--- src/rtl/modulo_ps2_tx_if.sv ---
// Host-side request/response bundle for the PS/2 host-to-device transmitter.
// master: the processor side that issues command bytes; slave: the transmitter.
interface modulo_ps2_tx_if;
  logic       tx_valid;
  logic [7:0] tx_data;
  logic       tx_ready;
  logic       tx_done;
  logic       tx_error;

  modport master (output tx_valid, tx_data, input tx_ready, tx_done, tx_error);
  modport slave  (input tx_valid, tx_data, output tx_ready, tx_done, tx_error);
endinterface

--- src/rtl/modulo_ps2_tx.sv ---
// PS/2 host-to-device transmitter. Inhibits the bus, issues a request-to-send,
// then shifts {stop, odd parity, byte} out LSB first on device clock falls and
// checks the device ACK. Both PS/2 lines are open-drain (oe=1 pulls low).
// Optional macro PS2_TX_RETRY_EN: retry NACK/timeout up to MAX_RETRY times
// with the same byte before reporting tx_error.
module modulo_ps2_tx #(
  parameter int unsigned INHIBIT_CYCLES = 5000,
  parameter int unsigned TIMEOUT_CYCLES = 750000,
  parameter int unsigned SYNC_STAGES    = 2,
  parameter int unsigned MAX_RETRY      = 2
) (
  input  logic           clock,
  input  logic           reset_n,
  modulo_ps2_tx_if.slave tx,
  output logic           rx_inhibit,
  input  logic           ps2_clk_in,
  input  logic           ps2_data_in,
  output logic           ps2_clk_oe,
  output logic           ps2_data_oe
);
  localparam int unsigned CNT_MAX = (INHIBIT_CYCLES > TIMEOUT_CYCLES) ? INHIBIT_CYCLES : TIMEOUT_CYCLES;
  localparam int unsigned CW      = $clog2(CNT_MAX + 1);
  localparam logic [CW-1:0] INH_LAST = CW'(INHIBIT_CYCLES - 1);
  // cnt_q clears the cycle after the fall is seen, so this lands FAIL exactly
  // TIMEOUT_CYCLES cycles after the fall.
  localparam logic [CW-1:0] TMO_LAST = CW'(TIMEOUT_CYCLES - 2);

  typedef enum logic [2:0] {
    S_IDLE, S_INHIBIT, S_REQ, S_SEND, S_ACK_SAMPLE, S_WAIT_IDLE, S_FAIL
  } state_t;

  state_t                 state_q, state_d;
  logic [SYNC_STAGES-1:0] clk_sync_q, data_sync_q;
  logic                   clk_prev_q;
  logic                   sync_clk, sync_data, fall;
  logic [7:0]             data_q, data_d;
  logic [9:0]             frame_q, frame_d;
  logic [3:0]             bit_cnt_q, bit_cnt_d;
  logic [CW-1:0]          cnt_q, cnt_d;
  logic                   data_oe_q, data_oe_d;
  logic                   ready, done, error, clk_oe, data_oe;

`ifdef PS2_TX_RETRY_EN
  localparam int unsigned RW = $clog2(MAX_RETRY + 2);
  logic [RW-1:0] retry_cnt_q, retry_cnt_d;
`else
  logic unused_max_retry;
  assign unused_max_retry = (MAX_RETRY != 0);
`endif

  assign sync_clk  = clk_sync_q[SYNC_STAGES-1];
  assign sync_data = data_sync_q[SYNC_STAGES-1];
  assign fall      = clk_prev_q & ~sync_clk;

  // Synchronise the asynchronous pin levels; idle bus level is high.
  always_ff @(posedge clock or negedge reset_n) begin
    if (!reset_n) begin
      clk_sync_q  <= '1;
      data_sync_q <= '1;
      clk_prev_q  <= 1'b1;
    end else begin
      clk_sync_q  <= SYNC_STAGES'({clk_sync_q, ps2_clk_in});
      data_sync_q <= SYNC_STAGES'({data_sync_q, ps2_data_in});
      clk_prev_q  <= sync_clk;
    end
  end

  // FSM and datapath registers.
  always_ff @(posedge clock or negedge reset_n) begin
    if (!reset_n) begin
      state_q     <= S_IDLE;
      data_q      <= '0;
      frame_q     <= '0;
      bit_cnt_q   <= '0;
      cnt_q       <= '0;
      data_oe_q   <= 1'b0;
`ifdef PS2_TX_RETRY_EN
      retry_cnt_q <= '0;
`endif
    end else begin
      state_q     <= state_d;
      data_q      <= data_d;
      frame_q     <= frame_d;
      bit_cnt_q   <= bit_cnt_d;
      cnt_q       <= cnt_d;
      data_oe_q   <= data_oe_d;
`ifdef PS2_TX_RETRY_EN
      retry_cnt_q <= retry_cnt_d;
`endif
    end
  end

  // Next-state logic and outputs; line drives depend on state so reset releases them at once.
  always_comb begin
    state_d   = state_q;
    data_d    = data_q;
    frame_d   = frame_q;
    bit_cnt_d = bit_cnt_q;
    cnt_d     = cnt_q + CW'(1);
    data_oe_d = data_oe_q;
    ready     = 1'b0;
    done      = 1'b0;
    error     = 1'b0;
    clk_oe    = 1'b0;
    data_oe   = 1'b0;
`ifdef PS2_TX_RETRY_EN
    retry_cnt_d = retry_cnt_q;
`endif
    case (state_q)
      S_IDLE: begin
        ready = 1'b1;
        if (tx.tx_valid) begin
          data_d  = tx.tx_data;
          cnt_d   = '0;
          state_d = S_INHIBIT;
`ifdef PS2_TX_RETRY_EN
          retry_cnt_d = '0;
`endif
        end
      end
      S_INHIBIT: begin
        clk_oe = 1'b1;
        if (cnt_q == INH_LAST) state_d = S_REQ;
      end
      S_REQ: begin
        clk_oe    = 1'b1;
        data_oe   = 1'b1;
        cnt_d     = '0;
        frame_d   = {1'b1, ~^data_q, data_q};
        bit_cnt_d = '0;
        data_oe_d = 1'b1;
        state_d   = S_SEND;
      end
      S_SEND: begin
        data_oe = data_oe_q;
        if (fall) begin
          cnt_d     = '0;
          data_oe_d = ~frame_q[0];
          frame_d   = {1'b1, frame_q[9:1]};
          bit_cnt_d = bit_cnt_q + 4'd1;
          // The 10th fall puts the stop bit; the ACK is read on the next fall.
          if (bit_cnt_q == 4'd9) state_d = S_ACK_SAMPLE;
        end else if (cnt_q == TMO_LAST) begin
          state_d = S_FAIL;
        end
      end
      S_ACK_SAMPLE: begin
        if (fall) begin
          cnt_d   = '0;
          state_d = sync_data ? S_FAIL : S_WAIT_IDLE;
        end else if (cnt_q == TMO_LAST) begin
          state_d = S_FAIL;
        end
      end
      S_WAIT_IDLE: begin
        if (sync_clk && sync_data) begin
          done    = 1'b1;
          state_d = S_IDLE;
        end else if (cnt_q == TMO_LAST) begin
          state_d = S_FAIL;
        end
      end
      S_FAIL: begin
`ifdef PS2_TX_RETRY_EN
        if (retry_cnt_q < RW'(MAX_RETRY)) begin
          retry_cnt_d = retry_cnt_q + RW'(1);
          cnt_d       = '0;
          state_d     = S_INHIBIT;
        end else begin
          error   = 1'b1;
          state_d = S_IDLE;
        end
`else
        error   = 1'b1;
        state_d = S_IDLE;
`endif
      end
      default: state_d = S_IDLE;
    endcase
  end

  assign tx.tx_ready  = ready;
  assign tx.tx_done   = done;
  assign tx.tx_error  = error;
  assign rx_inhibit   = (state_q != S_IDLE);
  assign ps2_clk_oe   = clk_oe;
  assign ps2_data_oe  = data_oe;
endmodule

--- src/flat_wrapper.sv ---
// flat-port wrapper written by rule: the top's interface ports become plain ports
module modulo_ps2_tx_flat 
#(
  parameter int unsigned INHIBIT_CYCLES = 5000,
  parameter int unsigned TIMEOUT_CYCLES = 750000,
  parameter int unsigned SYNC_STAGES    = 2,
  parameter int unsigned MAX_RETRY      = 2
)
  (clock, reset_n, rx_inhibit, ps2_clk_in, ps2_data_in, ps2_clk_oe, ps2_data_oe, tx_tx_valid, tx_tx_data, tx_tx_ready, tx_tx_done, tx_tx_error);
  modulo_ps2_tx_if tx_i ();
  input  logic clock;
  input  logic reset_n;
  output logic rx_inhibit;
  input  logic ps2_clk_in;
  input  logic ps2_data_in;
  output logic ps2_clk_oe;
  output logic ps2_data_oe;
  input wire logic [$bits(tx_i.tx_valid)-1:0] tx_tx_valid;
  input wire logic [$bits(tx_i.tx_data)-1:0] tx_tx_data;
  output wire logic [$bits(tx_i.tx_ready)-1:0] tx_tx_ready;
  output wire logic [$bits(tx_i.tx_done)-1:0] tx_tx_done;
  output wire logic [$bits(tx_i.tx_error)-1:0] tx_tx_error;
  assign tx_i.tx_valid = tx_tx_valid;
  assign tx_i.tx_data = tx_tx_data;
  assign tx_tx_ready = tx_i.tx_ready;
  assign tx_tx_done = tx_i.tx_done;
  assign tx_tx_error = tx_i.tx_error;
  modulo_ps2_tx #(.INHIBIT_CYCLES(INHIBIT_CYCLES), .TIMEOUT_CYCLES(TIMEOUT_CYCLES), .SYNC_STAGES(SYNC_STAGES), .MAX_RETRY(MAX_RETRY)) u_core (.clock(clock), .reset_n(reset_n), .tx(tx_i), .rx_inhibit(rx_inhibit), .ps2_clk_in(ps2_clk_in), .ps2_data_in(ps2_data_in), .ps2_clk_oe(ps2_clk_oe), .ps2_data_oe(ps2_data_oe));
endmodule
--- config.mk ---
export PLATFORM = sky130hd
export DESIGN_NAME = modulo_ps2_tx_flat
export DESIGN_NICKNAME = d
export VERILOG_FILES = /design/src/rtl/modulo_ps2_tx_if.sv /design/src/rtl/modulo_ps2_tx.sv /design/src/flat_wrapper.sv
export SDC_FILE = /design/constraint.sdc
export NUM_CORES = 1
export LEC_CHECK = 0
export ABC_AREA = 1
export CAP_MARGIN = 20
export CORE_MARGIN = 2
export CORE_UTILIZATION = 27
export CTS_CLUSTER_SIZE = 28
export DETAILED_ROUTE_END_ITERATION = 16
export HOLD_SLACK_MARGIN = 0.12
export PLACE_DENSITY = 0.46
export SLEW_MARGIN = 15
export SYNTH_ARGS = -nofsm -noshare
export SYNTH_HDL_FRONTEND = slang
export SYNTH_SLANG_ARGS = --single-unit
--- constraint.sdc ---
create_clock -name clock -period 1.6 [get_ports clock]
set_input_delay 0.32 -clock clock [delete_from_list [all_inputs] [get_ports clock]]
set_output_delay 0.32 -clock clock [all_outputs]
set_load 0.01 [all_outputs]
==> results summary <==
The cell area after technology mapping is 2825 sq um. The number of max-cap violations is 0. The run finished, with violations left. Yosys attributes the largest share of cell area to sky130_fd_sc_hd__dfrtp_1 41%, sky130_fd_sc_hd__nand2_1 12%, sky130_fd_sc_hd__nor2_1 6.8%, sky130_fd_sc_hd__inv_1 4.8%, sky130_fd_sc_hd__dfstp_2 4.7%. The top cell types in the final layout, fill and taps aside, are 73 x sky130_fd_sc_hd__nand2_1, 43 x sky130_fd_sc_hd__nor2_1, 43 x sky130_fd_sc_hd__dfrtp_1. The placeable core area came out at 10230 sq um.

The flop and latch count out of synthesis is 51. The maximum net fanout on the critical path is 3. The total die area is 11300 sq um. The maximum number of pins on one net before global-route repair is 52. Wires add up to 6742 um. By area, the combinational part of the netlist is dominated by simple AND/OR/NAND/NOR gates. The clock latency of the later-clocked register in the worst-skew pair came out at 310 ps.

The maximum count of clock buffers along a single path came out at 2. The source of the worst hold timing path is u_core.data_sync_q[0]. The tree is rooted in a sky130_fd_sc_hd__clkbuf_8. For the final database, setup skew stands at 6.751 ps.

The leakage dissipation came out at 0.001722 uW. The required time reported for the critical path endpoint came out at 1280 ps. Tracing the worst setup path back leads to its startpoint at u_core.state_q[0]. The instance count of the mapped netlist came out at 348.

For this configuration, the core starts out at a cell density of 0.2761. The setup path with the least slack is of type flop to output pin. Synthesis produced a netlist with a net count of 365. The detailed-routing iteration count for the pre-antenna-repair pass came out at 4.

The boundary pin count came out at 19. Of the total synthesized cell area, the portion taken by AND, OR, NAND and NOR gates is 0.3113. The row count came out at 37. The final estimated routing congestion in global placement is 0.8241. The startpoint class of the critical path is a flop. In this run, the number of DRC markers left after iteration 0 of detailed routing was 80. After detailed routing, the number of remaining DRC violations is 0.

The share of the Yosys chip area taken by registers is 0.4539. STA classifies the critical path endpoint as an output pin. Measured against its own limit, the worst slew margin works out to 0.8003.

For the finished layout, the period the worst path requires is 1625 ps. The worst setup slack before clock tree synthesis is -51.19 ps. The number of fillers in the final layout came out at 1049. The synthesized area per cell came out at 8.118 sq um.

The area added between synthesis and finish is 34.46%. The die boundary height is 106.3 um. Yosys mapped the design onto 34 distinct sky130hd cell types. The final cycle utilization of the critical path came out at 1.016. The min-delay analysis places its worst path in the category flop to flop.

Setup repair after global routing could not meet its margin everywhere. The final core utilization came out at 0.3713. The die outline width came out at 106.3 um. Setup violations remaining at the end of the flow were counted as 2. The via count normalized by instance count is 4.461. Of the post-synthesis cell area, the part taken by muxes is 0.03189. The least setup slack across all paths after layout came out at -25.22 ps. In this run the critical register-to-register path is launched from u_core.state_q[2].

After clock tree synthesis, the clock-pin slew on the worst setup and hold paths is 100 ps. Based on the critical path, the design can be clocked at up to 615.3 MHz. The maximum level of the CTS H-tree is 2. The data arrival time of the critical path came out at 1310 ps.

During synthesis, Yosys emitted a total of 0 warnings. The clock sink total came out at 51. The mean routed wirelength per cell came out at 12.28 um.

The number of vias in the routed layout is 2449. The area fraction of the dominant cell type after synthesis is 0.4074. The final reports fail on negative setup slack. The number of nets in the final layout came out at 429. The fraction of the mapped netlist area in compound gates came out at 0.07573. The adder-cell share of the synthesized area came out at 0.01771. The largest total area in the synthesized netlist belongs to sky130_fd_sc_hd__dfrtp_1. The CTS tree is done. Leaving out fill and tap cells, the most frequent cell in the layout is sky130_fd_sc_hd__nand2_1.

The post-detailed-route count of antenna-violating nets is 0. The maximum vdd ir drop is 0.0007175 V. The count of port buffers added during placement came out at 18. The initial antenna violation count is 0.

The final number of max-transition violations came out at 0. The fraction of synthesized cell area in xor and xnor cells came out at 0.03720. The number of diodes came out at 0. The slew at the pin with the worst max-slew slack came out at 296.8 ps. The first global-routing pass estimated 11520 um of wire. The HPWL after detailed placement is 4704 um.

The number of hold-slack violations in the final timing report came out at 0. The total power divided by cell area is 1468 nW/um^2. The total congestion overflow came out at 0. The number of buffers created by CTS came out at 5. The number of global-route vias before repair is 2459. The ratio of cells with drive above 1 in the final layout came out at 0.3414.

The overall routing resource usage came out at 0.1270.
## cells in the mapped netlist
cell                        n
sky130_fd_sc_hd__mux2_2     8
sky130_fd_sc_hd__nand3_4    1
sky130_fd_sc_hd__nor2_4     3
sky130_fd_sc_hd__dfstp_2    5
sky130_fd_sc_hd__nor3_1     8
sky130_fd_sc_hd__buf_2      1
sky130_fd_sc_hd__buf_6      1
sky130_fd_sc_hd__nand3_1   23
sky130_fd_sc_hd__xor2_1     8
sky130_fd_sc_hd__a31oi_1    9
sky130_fd_sc_hd__nand4_4    1
sky130_fd_sc_hd__clkbuf_1   1
sky130_fd_sc_hd__nor3b_1    1
sky130_fd_sc_hd__nand2_1   87
sky130_fd_sc_hd__a21oi_2    3
sky130_fd_sc_hd__o21ai_0    3
sky130_fd_sc_hd__nand2_2    7
sky130_fd_sc_hd__o31ai_1    4
sky130_fd_sc_hd__inv_2      6
sky130_fd_sc_hd__a31oi_4    1
sky130_fd_sc_hd__dfrtp_1   46
sky130_fd_sc_hd__nor2_8     1
sky130_fd_sc_hd__buf_8      1
sky130_fd_sc_hd__a21oi_1    9
sky130_fd_sc_hd__inv_8      1
sky130_fd_sc_hd__nand4_1    5
sky130_fd_sc_hd__nor2_2     3
sky130_fd_sc_hd__nor2_1    51
sky130_fd_sc_hd__nor4_1     1
sky130_fd_sc_hd__o21ai_1    4
sky130_fd_sc_hd__or3_1      1
sky130_fd_sc_hd__ha_1       4
sky130_fd_sc_hd__xnor2_1    4
sky130_fd_sc_hd__inv_1     36
## through the flow
stage	setup TNS [ps]	area, sq um	instances	hold WS, ps	total power [uW]
after floorplan	0	2825	348	24.41	3448
after global placement	-107.1	3373	528	337.3	4208
after detailed placement	-179.1	3373	528	340.7	4231
after CTS	-387.2	3552	544	362.2	5222
after global routing	-637.9	3799	549	365.7	6040
final	-28.32	3799	549	360.8	5576
## final cells by class
cell class              count  area (sq um)  share of cell area
multi-input cells         251          1526              0.4018
clock inverters             3         27.53            0.007246
inverters                  43         178.9             0.04710
well taps                 136         170.2             0.04480
repair buffers             60         540.5              0.1423
clock buffers               5         68.82             0.01812
flip-flops and latches     51          1286              0.3386
## power by group
part | internal, uW | switching (uW)
Clock | 326 | 493
Sequential | 1610 | 285
Combinational | 1360 | 1500
## per-layer routing
| layer | GRT usage | share of wire | vias up |
|---|---|---|---|
| li1 | - | - | 1249 |
| met3 | 0.02514 | 0.032 | 4 |
| met4 | 0.03289 | 0.0065 | 0 |
| met1 | 0.1658 | 0.47 | 1158 |
| met2 | 0.2147 | 0.49 | 38 |
| met5 | 0 | 0 | - |
## final timing paths
check,end,depth (start not counted),slack (ps)
setup reg to reg,u_core.cnt_q[14],9,20
hold reg to reg,u_core.data_sync_q[1],0,360
max in group asynchronous,u_core.clk_sync_q[0],3,770
min in group asynchronous,u_core.cnt_q[5],3,520
setup / recovery,ps2_data_oe,7,-30
hold / removal,u_core.data_sync_q[1],0,360
## registers in the layout (all words and copies together) (netlist names)
signal              count
u_core.bit_cnt_q        4
u_core.clk_prev_q       1
u_core.clk_sync_q       2
u_core.cnt_q           20
u_core.data_oe_q        1
u_core.data_q           8
u_core.data_sync_q      2
u_core.frame_q         10
u_core.state_q          3
## critical path, stage by stage, from the launching register on
cell,delay [ps]
sky130_fd_sc_hd__dfrtp_1,410
sky130_fd_sc_hd__buf_6,140
sky130_fd_sc_hd__buf_6,110
sky130_fd_sc_hd__nand3_4,60
sky130_fd_sc_hd__inv_2,50
sky130_fd_sc_hd__nand2_2,50
sky130_fd_sc_hd__nand2_2,60
sky130_fd_sc_hd__buf_6,120
## what timing repair did
action,CTS,global route
gates cloned,1,0
pin swaps,2,21
hold endpoints to repair,46,0
setup buffers,6,5
setup endpoints to repair,17,49
hold buffers,1,0
resized for setup,36,62
## logic make-up (layout without fill, tap and decap cells)
family          Yosys count  in the layout
mux                       8              8
compound gates           33             33
buf+inv                  47            111
xor+xnor                 12             12
simple gates            193            194
flops                    51             51
fa+ha+maj                 4              4
Power figures use the tool's default switching activity.
